**src/rtl/sdm_sample_sequencer.sv**
```systemverilog
// -----------------------------------------------------------------------------
// sdm_sample_sequencer
//   Feeds the second-order 1-bit SDM DAC with one sample every `osr` clocks.
//   Samples arrive over valid/ready and are buffered in a small FIFO. Start and
//   stop are slew-limited (RAMP_STEP per update) so the output never clicks;
//   on FIFO underrun the last value is held and counted.
//
// Ports
//   clk          sequencer / SDM clock
//   areset       synchronous active-low reset
//   en           play enable
//   osr          update period in clocks (0 and 1 behave as 2)
//   s_valid      upstream sample valid
//   s_data       upstream sample, signed
//   s_ready      sample accepted when s_valid && s_ready at posedge
//   dout         signed sample to SDM din
//   dout_stb     one-cycle pulse coincident with each dout update
//   underrun_cnt saturating count of RUN ticks that found the FIFO empty
//   fifo_level   current FIFO occupancy
//   state        IDLE=0, RAMP_UP=1, RUN=2, RAMP_DOWN=3
// -----------------------------------------------------------------------------
module sdm_sample_sequencer #(
    parameter int N          = 16,
    parameter int OSR_W      = 10,
    parameter int FIFO_DEPTH = 8,
    parameter int RAMP_STEP  = 64
) (
    input  logic                          clk,
    input  logic                          areset,
    input  logic                          en,
    input  logic [OSR_W-1:0]              osr,
    input  logic                          s_valid,
    input  logic [N-1:0]                  s_data,
    output logic                          s_ready,
    output logic [N-1:0]                  dout,
    output logic                          dout_stb,
    output logic [7:0]                    underrun_cnt,
    output logic [$clog2(FIFO_DEPTH):0]   fifo_level,
    output logic [1:0]                    state
);

    localparam int AW = $clog2(FIFO_DEPTH);
    localparam logic signed [N:0] STEP = (N+1)'(RAMP_STEP);

    typedef enum logic [1:0] {
        IDLE      = 2'd0,
        RAMP_UP   = 2'd1,
        RUN       = 2'd2,
        RAMP_DOWN = 2'd3
    } state_t;

    state_t cur, nxt;

    // FIFO storage and bookkeeping
    logic [N-1:0]  mem [FIFO_DEPTH];
    logic [AW-1:0] wr_ptr, rd_ptr;
    logic [AW:0]   count;
    logic          empty, full, push, pop, flush;
    logic [N-1:0]  head;

    // Update-rate timing
    logic [OSR_W-1:0] cnt, period, osr_clamped;
    logic             tick;

    // Slew datapath
    logic [N-1:0]     target, slew_tgt, slew_res;
    logic signed [N:0] diff;
    logic             primed;   // RAMP_UP has already popped its target

    assign empty       = (count == '0);
    assign full        = (count == (AW+1)'(FIFO_DEPTH));
    assign head        = mem[rd_ptr];
    assign push        = s_valid && s_ready;
    assign osr_clamped = (osr < OSR_W'(2)) ? OSR_W'(2) : osr;
    assign fifo_level  = count;
    assign state       = cur;

    // ---------------------------------------------------------------- FSM: state register
    always_ff @(posedge clk) begin
        // NOTE: sequential state uses non-blocking (<=) so every register
        // samples pre-edge values regardless of statement order.
        if (!areset) cur <= IDLE;
        else         cur <= nxt;
    end

    // ---------------------------------------------------------------- FSM: next state
    always_comb begin
        // NOTE: default assignment first so no path leaves nxt unassigned,
        // which would otherwise infer a latch.
        nxt = cur;
        unique case (cur)
            IDLE:      if (en && !empty)                    nxt = RAMP_UP;
            RAMP_UP:   if (!en)                             nxt = RAMP_DOWN;
                       else if (tick && slew_res == slew_tgt) nxt = RUN;
            RUN:       if (!en)                             nxt = RAMP_DOWN;
            RAMP_DOWN: if (tick && slew_res == '0)          nxt = IDLE;
        endcase
    end

    // ---------------------------------------------------------------- FSM: outputs / controls
    always_comb begin
        tick     = (cur != IDLE) && (cnt == period - OSR_W'(1));
        s_ready  = en && !full && (cur != RAMP_DOWN);
        pop      = tick && !empty && ((cur == RAMP_UP && !primed) || cur == RUN);
        flush    = (cur == RAMP_DOWN) && (nxt == IDLE);
        slew_tgt = target;
        if (cur == RAMP_UP && !primed) slew_tgt = head;   // first ramp tick slews toward the fresh pop
        else if (cur == RAMP_DOWN)     slew_tgt = '0;
    end

    // Slew toward slew_tgt by at most RAMP_STEP; diff is one bit wider so the
    // subtraction cannot overflow, and stepping toward an in-range target
    // can never wrap past full scale.
    always_comb begin
        diff = $signed({slew_tgt[N-1], slew_tgt}) - $signed({dout[N-1], dout});
        if (diff > STEP)       slew_res = dout + STEP[N-1:0];
        else if (diff < -STEP) slew_res = dout - STEP[N-1:0];
        else                   slew_res = slew_tgt;
    end

    // ---------------------------------------------------------------- FIFO
    // NOTE: the sample memory has no reset; validity is tracked entirely by
    // count and the pointers, so clearing those discards the contents.
    always_ff @(posedge clk) begin
        if (push) mem[wr_ptr] <= s_data;
    end

    always_ff @(posedge clk) begin
        if (!areset || flush) begin
            wr_ptr <= '0;
            rd_ptr <= '0;
            count  <= '0;
        end else begin
            if (push) wr_ptr <= wr_ptr + AW'(1);
            if (pop)  rd_ptr <= rd_ptr + AW'(1);
            if (push && !pop)      count <= count + (AW+1)'(1);
            else if (pop && !push) count <= count - (AW+1)'(1);
        end
    end

    // ---------------------------------------------------------------- timing + datapath
    always_ff @(posedge clk) begin
        if (!areset) begin
            cnt          <= '0;
            period       <= OSR_W'(2);
            dout         <= '0;
            dout_stb     <= 1'b0;
            target       <= '0;
            primed       <= 1'b0;
            underrun_cnt <= '0;
        end else begin
            dout_stb <= tick;

            // Period is only re-sampled on start-up and at each tick.
            if (cur == IDLE) begin
                cnt <= '0;
                if (nxt == RAMP_UP) period <= osr_clamped;
            end else if (tick) begin
                cnt    <= '0;
                period <= osr_clamped;
            end else begin
                cnt <= cnt + OSR_W'(1);
            end

            unique case (cur)
                IDLE: begin
                    dout   <= '0;
                    target <= '0;
                    primed <= 1'b0;
                end
                RAMP_UP: if (tick) begin
                    if (!primed) begin
                        target <= head;
                        primed <= 1'b1;
                    end
                    dout <= slew_res;
                end
                RUN: if (tick) begin
                    if (!empty)                 dout <= head;
                    else if (underrun_cnt != 8'hFF) underrun_cnt <= underrun_cnt + 8'd1;
                end
                RAMP_DOWN: begin
                    target <= '0;
                    if (tick) dout <= slew_res;
                end
            endcase
        end
    end

endmodule

```
**config.mk**
```make
export PLATFORM = sky130hd
export DESIGN_NAME = sdm_sample_sequencer
export DESIGN_NICKNAME = d
export VERILOG_FILES = /design/src/rtl/sdm_sample_sequencer.sv
export SDC_FILE = /design/constraint.sdc
export NUM_CORES = 1
export LEC_CHECK = 0
export CORE_UTILIZATION = 55
export DETAILED_ROUTE_END_ITERATION = 8
export PLACE_DENSITY = 0.74
export SLEW_MARGIN = 20
export SYNTH_ARGS = -nofsm -noshare
export SYNTH_HDL_FRONTEND = slang
export SYNTH_SLANG_ARGS = --single-unit
```
**constraint.sdc**
```tcl
create_clock -name clk -period 9.7 [get_ports clk]
set_clock_uncertainty 0.05 [all_clocks]
set_input_delay 2.425 -clock clk [delete_from_list [all_inputs] [get_ports clk]]
set_output_delay 2.425 -clock clk [all_outputs]
set_load 0.02 [all_outputs]
```
==> metrics.cfg <==
[global_route]
grt_pass1_vias = 7877
antenna_found_initial = 0
grt_start_max_net_pins = 54
grt-ovfl-total = 0
track_usage = 0.267
grt_pass1_wl_mm = 42.1

[worst_setup_path]
cpPeakStageDelay_ps = 900
slowest_stage = mux2i_2
start_kind = flop
cp_top_family = compound AO/OA/AOI/OAI gates
timing_worst_setup_path_type = reg -> reg
worstSetupEndpointType = flop
worstPathRequired_ps = 9990
critPathBufInv = 2
crit_path_max_fanout = 19
path_cells = ha_1 -> clkinv_1 -> and3_1 -> a21oi_1 -> inv_1 -> ha_1 -> a21oi_1 -> o21ai_0 -> a211o_1 -> o21ai_2 -> a41o_1 -> mux2i_2 -> o22ai_1 -> a2111o_1 -> or4_4 -> a221oi_2 -> nor2_1
arrival_ps = 7800

[detailed_routing]
drtPass1Iterations = 5
drt_iter0_drc = 661
routed_wl_mm = 26.5
via_count = 8306
ant_nets = 0
via_per_inst = 6.12
drc = 0
avgRoutedWirePerCell_um = 19.5

[yosys]
yosys_warnings = 0
synth_edf_count = 128
yosys.area.top_type_share = 0.350
seq_area_frac_synth = 0.490
yosysTopAreaCell = edfxtp_1
synthTopCellsByArea = edfxtp_1 (35%), dfxtp_1 (14%), mux4_2 (5.1%)
synth.ff_latch_count = 205
synth_nets = 1092
synth_ff_type = edfxtp_1
post_synth_inst_count = 1030
synthArstFlopShare = 0
syn_avg_cell_area_sq_um = 10.7
ys_types = 79
netlist_area_sq_mm = 0.0110

[clocking]
numCtsBuffers = 21
clkTransAtPathRegs_ps = 60
cts_resized = 0
holdBufCountCts = 0
cts.sinks = 205
root_buffer = clkbuf_16
cts_max_path_buffers = 3
cts_tree = yes
cts_max_level = 1
post_cts_buffers = 0
clk-insertion-delay-late_ps = 500

[finish]
fin_area_sq_mm = 0.0125
diodes = 0
drive_gt1_frac = 0.0934
final_common_cell = nor2_1
multi_input_area_sq_mm = 0.00524
final-seq-area_sq_mm = 0.00539
layout_common_cells = nor2_1 (130), edfxtp_1 (128), dfxtp_1 (75), clkdlybuf4s50_1 (61), xnor2_1 (59)
area_growth_pct = 14.0
nFillCells = 1575
fin_nets = 1139
final_cells = 1357

[timing]
period_minus_slack_ps = 7520
timing.final.crit_share = 0.775
max-slew-margin-rel = 0.248
hold_violations = 0
max_freq_mhz = 133
slew_violations = 0
tightest_slew_ps = 1120
setup_violations = 0
grt_setup_unrepaired = false
tns_ps = 0

[place]
dp_hpwl_mm = 18.5
portBuffers = 61
placed_cell_area_sq_mm = 0.0118
place_inst = 1319
place.gp.congestion = 0.935

[flow_run]
maxCapViolations = 0

[run_status]
outcome = complete, no violations

[pwr]
power.density_mw_per_mm2 = 324
worst_ir_drop_vdd_v = 0.000158
p_leak_nw = 4.28

[floorplanning]
initial_core_util = 0.563
fp.coreArea_sq_mm = 0.0195
die_y_um = 143
dieArea_sq_mm = 0.0205
io_pins = 62
die_w_um = 143
num_rows = 51

[min_path]
hold_class = reg -> reg

## report_power, final
part | switching, W | internal (W) | total (W)
Sequential | 0.0000938 | 0.00101 | 0.00111
Combinational | 0.00130 | 0.000839 | 0.00214
Clock | 0.000323 | 0.000482 | 0.000805
## layout make-up
| class | instances | area share |
|---|---|---|
| tap | 265 | 0.0265 |
| sequential | 205 | 0.430 |
| inverter | 40 | 0.0120 |
| multi-input combinational | 733 | 0.419 |
| clock buffer | 26 | 0.0435 |
| clock inverter | 12 | 0.0116 |
| timing repair buffer | 76 | 0.0577 |
## through the flow
step	utilization	total power [W]	worst slack [ps]	hold slack, ps
2_1_floorplan	-	0.00274	3840	396
3_3_place_gp	0.606	0.00324	2380	416
3_5_place_dp	0.606	0.00322	2410	424
4_1_cts	0.641	0.00404	2350	436
5_1_grt	0.641	0.00432	1610	465
6_report	0.641	0.00406	2180	445
## sequential cells by signal, summed over array words and instances (netlist names), named ones only
register	count
underrun_cnt	8
fifo_level	4
mem	128
dout_stb	1
target	16
dout	16
primed	1
period	10
rd_ptr	3
cnt	10
state	2
wr_ptr	3
## layer usage
metal	track usage	vias up	part of all wire
met2	0.454	285	0.49
met4	0.104	0	0.034
met5	0	-	0
met1	0.347	4019	0.42
met3	0.0350	67	0.059
li1	-	3935	-
## cells in the mapped netlist, types with 13 or more instances
| master | count |
|---|---|
| edfxtp_1 | 128 |
| nor4_1 | 15 |
| inv_1 | 37 |
| a21oi_1 | 51 |
| xor2_1 | 21 |
| dfxtp_1 | 77 |
| xnor2_1 | 59 |
| clkbuf_1 | 35 |
| o21ai_0 | 31 |
| nand3_1 | 34 |
| and3_1 | 15 |
| nand2_1 | 47 |
| nor3_1 | 48 |
| nand4_1 | 13 |
| ha_1 | 30 |
| mux2i_1 | 46 |
| a22oi_1 | 16 |
| mux4_2 | 25 |
| nor2_1 | 130 |
## tightest hold or removal path: cells and delay by family (launching register included)
family	cells	cell delay, ps
and+or+nand+nor	1	70
DFF	1	320
AOI/OAI and AO/OA	1	60
## worst paths after layout
path	start	end	slack [ps]	cells after the start
worst max-delay path	state[0]$_SDFF_PN0_	flop	2180	17
worst min-delay path	target[7]$_SDFFE_PN0P_	target[7]$_SDFFE_PN0P_	440	2
worst max register to register	state[0]$_SDFF_PN0_	flop	2180	17
worst min register to register	target[7]$_SDFFE_PN0P_	target[7]$_SDFFE_PN0P_	440	2
## logic make-up after synthesis
kind of cell / synth area share
compound gates: 0.121
xor+xnor: 0.0638
fa+ha+maj: 0.0378
buf+inv: 0.0353
flops: 0.490
mux: 0.0975
simple gates: 0.155
(Power assumes the default switching activity.)
